## config.mk

```make
export PLATFORM = sky130hd
export DESIGN_NAME = bus_dma_master
export DESIGN_NICKNAME = d
export VERILOG_FILES = /design/src/rtl/bus_dma_master.sv
export SDC_FILE = /design/constraint.sdc
export NUM_CORES = 1
export LEC_CHECK = 0
export ABC_CLOCK_PERIOD_IN_PS = 1900
export CORE_MARGIN = 10
export CORE_UTILIZATION = 42
export CTS_CLUSTER_DIAMETER = 100
export CTS_CLUSTER_SIZE = 40
export DETAILED_ROUTE_END_ITERATION = 6
export PLACE_DENSITY = 0.81
export SLEW_MARGIN = 20
export SYNTH_ARGS = -nofsm -noshare
export SYNTH_HDL_FRONTEND = slang
export SYNTH_SLANG_ARGS = --single-unit
```

## constraint.sdc

```tcl
create_clock -name clk -period 1.9 [get_ports clk]
set_clock_uncertainty 0.05 [all_clocks]
set_input_delay 0.285 -clock clk [delete_from_list [all_inputs] [get_ports clk]]
set_output_delay 0.285 -clock clk [all_outputs]
set_load 0.03 [all_outputs]
```

## src/rtl/bus_dma_master.sv

```systemverilog
// Word-copy DMA initiator for the shared SoC memory bus.
// Uses request/grant arbitration and a one-cycle registered-read bus.
module bus_dma_master #(
    parameter int ADDR_WIDTH = 32,
    parameter int DATA_WIDTH = 32,
    parameter int LEN_WIDTH  = 16
) (
    input  logic                  clk,
    input  logic                  reset,
    input  logic                  start,
    input  logic                  abort,
    input  logic [ADDR_WIDTH-1:0] srcAddr,
    input  logic [ADDR_WIDTH-1:0] dstAddr,
    input  logic [LEN_WIDTH-1:0]  len,
    output logic                  busy,
    output logic                  done,
    output logic                  aborted,
    output logic [LEN_WIDTH-1:0]  wordsRemaining,
    output logic                  busRequest,
    input  logic                  busGrant,
    output logic                  busLock,
    output logic [ADDR_WIDTH-1:0] busAddress,
    output logic                  busWriteEnable,
    output logic [DATA_WIDTH-1:0] busDataOut,
    input  logic [DATA_WIDTH-1:0] busDataIn
);

    typedef enum logic [2:0] {
        IDLE,
        REQ,
        RD,
        CAP,
        WR,
        DONE
    } state_t;

    localparam logic [ADDR_WIDTH-1:0] WORD_MASK = ~ADDR_WIDTH'(3);
    localparam logic [ADDR_WIDTH-1:0] WORD_STEP = ADDR_WIDTH'(4);
    localparam logic [LEN_WIDTH-1:0]  ONE       = LEN_WIDTH'(1);

    state_t                state;
    logic [ADDR_WIDTH-1:0] src;
    logic [ADDR_WIDTH-1:0] dst;
    logic [LEN_WIDTH-1:0]  count;
    logic [DATA_WIDTH-1:0] buffer;
    logic                  aborted_q;

    always_ff @(posedge clk) begin
        if (reset) begin
            state     <= IDLE;
            src       <= '0;
            dst       <= '0;
            count     <= '0;
            buffer    <= '0;
            aborted_q <= 1'b0;
        end else begin
            aborted_q <= 1'b0;
            unique case (state)
                IDLE: begin
                    if (start) begin
                        src   <= srcAddr & WORD_MASK;
                        dst   <= dstAddr & WORD_MASK;
                        count <= len;
                        state <= (len == '0) ? DONE : REQ;
                    end
                end
                REQ: begin
                    if (abort) begin
                        state     <= IDLE;
                        aborted_q <= 1'b1;
                    end else if (busGrant) begin
                        state <= RD;
                    end
                end
                RD: begin
                    if (abort) begin
                        state     <= IDLE;
                        aborted_q <= 1'b1;
                    end else begin
                        state <= CAP;
                    end
                end
                CAP: begin
                    buffer <= busDataIn;
                    if (abort) begin
                        state     <= IDLE;
                        aborted_q <= 1'b1;
                    end else begin
                        state <= WR;
                    end
                end
                WR: begin
                    // The write in flight always retires, even on abort
                    src   <= src + WORD_STEP;
                    dst   <= dst + WORD_STEP;
                    count <= count - ONE;
                    if (abort) begin
                        state     <= IDLE;
                        aborted_q <= 1'b1;
                    end else if (count == ONE) begin
                        state <= DONE;
                    end else if (busGrant) begin
                        state <= RD;
                    end else begin
                        state <= REQ;
                    end
                end
                DONE: begin
                    state <= IDLE;
                end
                default: begin
                    state <= IDLE;
                end
            endcase
        end
    end

    logic active;
    logic reading;
    logic writing;

    assign reading = (state == RD) || (state == CAP);
    assign writing = (state == WR);
    assign active  = reading || writing || (state == REQ);

    assign busy           = active;
    assign busRequest     = active;
    assign busLock        = reading || writing;
    assign done           = (state == DONE);
    assign aborted        = aborted_q;
    assign wordsRemaining = count;
    assign busWriteEnable = writing;
    assign busDataOut     = writing ? buffer : '0;
    assign busAddress     = reading ? src : (writing ? dst : '0);

endmodule

```

==> impl_metrics.env <==
export IMPL_status="finished with violations"
export IMPL_violations="negative setup slack"
export IMPL_hpwl_um=17200
export IMPL_relSlewSlack_pct=63.0
export IMPL_yosys_area_top_type="dfxtp_1"
export IMPL_die_area_um2=20300
export IMPL_synth_top_cell_area_share_pct=35.5
export IMPL_netlist_area_um2=6310
export IMPL_initial_core_util_pct=43.1
export IMPL_dieWidth_um=143
export IMPL_synthArstFlopShare_pct=0
export IMPL_ios=203
export IMPL_cts_root_buf="clkbuf_16"
export IMPL_slowest_stage="or3b_4"
export IMPL_drcViolationCount=0
export IMPL_grt_max_degree=106
export IMPL_worst_r2r_cell_count=5
export IMPL_setup_violations=75
export IMPL_comb_power_share_pct=28.6
export IMPL_area_growth_pct=66.7
export IMPL_synthXorXnorAreaFrac_pct=1.94
export IMPL_ys_top_cells_by_area="dfxtp_1 36%, nand2_1 7.4%, a21oi_1 7.2%"
export IMPL_worstHoldPathType="in2reg"
export IMPL_firstDrtPassIters=5
export IMPL_cts_inserted_buffers=9
export IMPL_antenna_cells=0
export IMPL_min_delay_path_depth=4
export IMPL_cp_cell_sequence="or3b_4 > buf_4 > buf_6 > o21ai_4 > buf_12"
export IMPL_dr_first_iter_drc_count=796
export IMPL_cts_reportedPaths_clkPinSlew_ns=0.08
export IMPL_synth_edff_count=0
export IMPL_grt_overflow_total=0
export IMPL_worst_slack_ns=-0.233
export IMPL_swShare_pct=31.3
export IMPL_cp_arrival_ns=1.80
export IMPL_vias=7692
export IMPL_worst_pin_slew_ns=0.555
export IMPL_clock_sinks=112
export IMPL_muxShareOfSynthArea_pct=0.476
export IMPL_ant_nets=0
export IMPL_path_class="reg2out"
export IMPL_pwr_share_seq_pct=40.5
export IMPL_cp_start_kind="flop"
export IMPL_synth_area_per_cell_um2=7.49
export IMPL_p_sw_mw=2.13
export IMPL_power_internal_mw=4.68
export IMPL_synth_compound_gate_area_share_pct=28.0
export IMPL_synth_cell_types=61
export IMPL_clk_latency_ns=0.36
export IMPL_crit_required_ns=1.56
export IMPL_grt_pass1_wl_um=38600
export IMPL_yosys_warnings=0
export IMPL_via_per_inst=6.00
export IMPL_synthAdderAreaFrac_pct=0.952
export IMPL_cap_violations=0
export IMPL_ir_worst_vdd_mv=0.508
export IMPL_final_area_um2=10500
export IMPL_fin_nets=1215
export IMPL_core_area_um2=14600
export IMPL_ys_ff_latch=112
export IMPL_drive_above_1_share_pct=29.0
export IMPL_synth_top_family_by_area="compound AO/OA/AOI/OAI gates"
export IMPL_p_total_mw=6.82
export IMPL_placed_cell_area_um2=9540
export IMPL_p_leak_nw=4.00
export IMPL_power_share_clock_pct=31.0
export IMPL_final_period_utilization_pct=112
export IMPL_port_buffers=196
export IMPL_dp_slack_ns=-0.141
export IMPL_fillCellCount=1083
export IMPL_wl_per_cell_um=19.9
export IMPL_seq_area_frac_synth_pct=35.5
export IMPL_antenna_found_initial=0
export IMPL_crit_family="buffers and inverters"
export IMPL_slowest_delay_ns=0.43
export IMPL_synth_top_flop_cell="dfxtp_1"
export IMPL_slew_viol_final=0
export IMPL_syn_inst=843
export IMPL_max_clock_freq_mhz=469
export IMPL_wl_um=25500
export IMPL_worst_path_stages=5
export IMPL_p_per_area_nw_per_um2=648
export IMPL_cts_tree="yes"
export IMPL_track_usage_pct=23.5
export IMPL_hold_viol=0
export IMPL_crit_buf_inv=3
export IMPL_holdWs_ns=0.270
export IMPL_cp_max_fo=12
export IMPL_htree_num_levels=3
export IMPL_gp_congestion=0.863
export IMPL_endpoint_kind="output pin"
export IMPL_holdBufCountCts=0
export IMPL_rsz0062_at_grt="yes"
export IMPL_rows=44
export IMPL_grt_pass1_vias=7343
export IMPL_dieHeight_um=143
export IMPL_clock_path_buffers=2
export IMPL_synthSimpleGateAreaFrac_pct=27.6
export IMPL_period_minus_slack_ns=2.13
## cell families (layout without fill, tap and decap cells)
kind of cell,Yosys count,count (layout)
AND/OR/NAND/NOR,350,351
adder cells (fa/ha/maj),5,5
multiplexers,3,3
AO/OA/AOI/OAI,272,272
XOR/XNOR,14,14
buffers and inverters,86,340
other,1,2
flip-flops,112,112
## routing by layer
metal	part of all wire, %	wire length (µm)	global-route usage [%]
met1	38	9800	28.3
met2	49	12400	38.8
met3	9.7	2480	6.91
met4	3.0	760	8.47
met5	0	0	0
## registers in the layout (all words and copies together) (netlist names)
name and flops:
state 3, wordsRemaining 16, src 30, buffer 32, aborted 1, dst 30
## power groups by stage
stage	logic, mW	registers (mW)	clock network [mW]
finish	1.95	2.76	2.11
detailed placement	1.83	2.79	0
floorplan	0.838	2.86	0
CTS	1.85	2.74	2.15
global route	2.09	2.78	2.23
global placement	1.80	2.78	0
## final cells by class
cell class	instances	area (µm²)	area share, %
clock buffers	11	243	2.31
clock inverters	5	78.8	0.749
inverters	11	46.3	0.440
multi-input cells	647	4280	40.7
flip-flops and latches	112	2260	21.5
well taps	184	230	2.19
repair buffers	313	3390	32.2
## cells in the mapped netlist, drive strengths merged (4+ instances only)
| cell | number |
|---|---|
| inv | 10 |
| o31a | 5 |
| nand2 | 125 |
| xor2 | 5 |
| a21o | 4 |
| xnor2 | 9 |
| o311ai | 5 |
| a31oi | 11 |
| a221oi | 5 |
| and2 | 38 |
| a21oi | 91 |
| or3 | 12 |
| buf | 12 |
| nand3 | 29 |
| nor2 | 49 |
| nor4 | 23 |
| nand4 | 16 |
| clkbuf | 63 |
| nor3 | 26 |
| a22oi | 18 |
| o21ai | 38 |
| o31ai | 5 |
| and3 | 9 |
| a211oi | 16 |
| or2 | 4 |
| and4 | 5 |
| ha | 4 |
| a32oi | 4 |
| o22ai | 16 |
| dfxtp | 112 |
| a22o | 27 |
| a311oi | 6 |
| o211ai | 10 |
## worst register-to-register path, cell delays in order (launching register included)
cell       delay [ns]
dfxtp_2          0.33
or3b_4           0.43
or3_4            0.39
or4_4            0.44
a2bb2oi_1        0.15
a21oi_1          0.12
## path summary, 6_finish.rpt
check                      endpoint      start  slack (ns)
setup / recovery     busAddress[18]   state[1]       -0.23
hold / removal    wordsRemaining[9]      reset        0.27
setup reg to reg            src[19]   state[1]       -0.09
hold reg to reg           buffer[9]  buffer[9]        0.40
## per-stage QoR
stage          TNS [ns]  utilization [%]  std cells
3_5_place_dp     -0.781             65.1       1250
5_1_grt          -18.00             71.8       1283
2_1_floorplan    -0.596                -        844
6_report         -13.16             71.8       1283
3_3_place_gp     -0.383             65.1       1250
4_1_cts          -11.91             69.3       1271
## what timing repair did
item,CTS,global route
gates resized for setup,70,56
pin swaps,14,12
buffers inserted,4,8
setup endpoints to repair,88,114
cloned,1,4
## cells in the final DEF, fill, tap and decap left out, types with 4 or more instances in the layout
cell / instances
nand2_1: 125
a32oi_1: 4
nor2_1: 47
or3_1: 8
inv_1: 10
clkbuf_16: 12
o31a_1: 5
o31ai_1: 5
a211oi_1: 14
nand4_1: 16
nand3_1: 27
xor2_1: 5
dfxtp_1: 103
buf_12: 35
buf_4: 88
and2_4: 10
buf_6: 56
and2_1: 5
a22o_2: 7
a311oi_1: 4
o22ai_1: 16
o211ai_1: 10
or3_4: 5
xnor2_1: 8
clkdlybuf4s50_1: 124
dfxtp_2: 7
a21oi_1: 88
o21ai_4: 5
nor4_1: 14
a21o_1: 4
and2_2: 22
nor3_1: 24
a31oi_1: 11
a22o_4: 19
o21ai_0: 30
a22oi_1: 18
and4_1: 5
nor4_2: 6
and3_1: 9
Note: power is estimated with default switching activity, not from simulation.
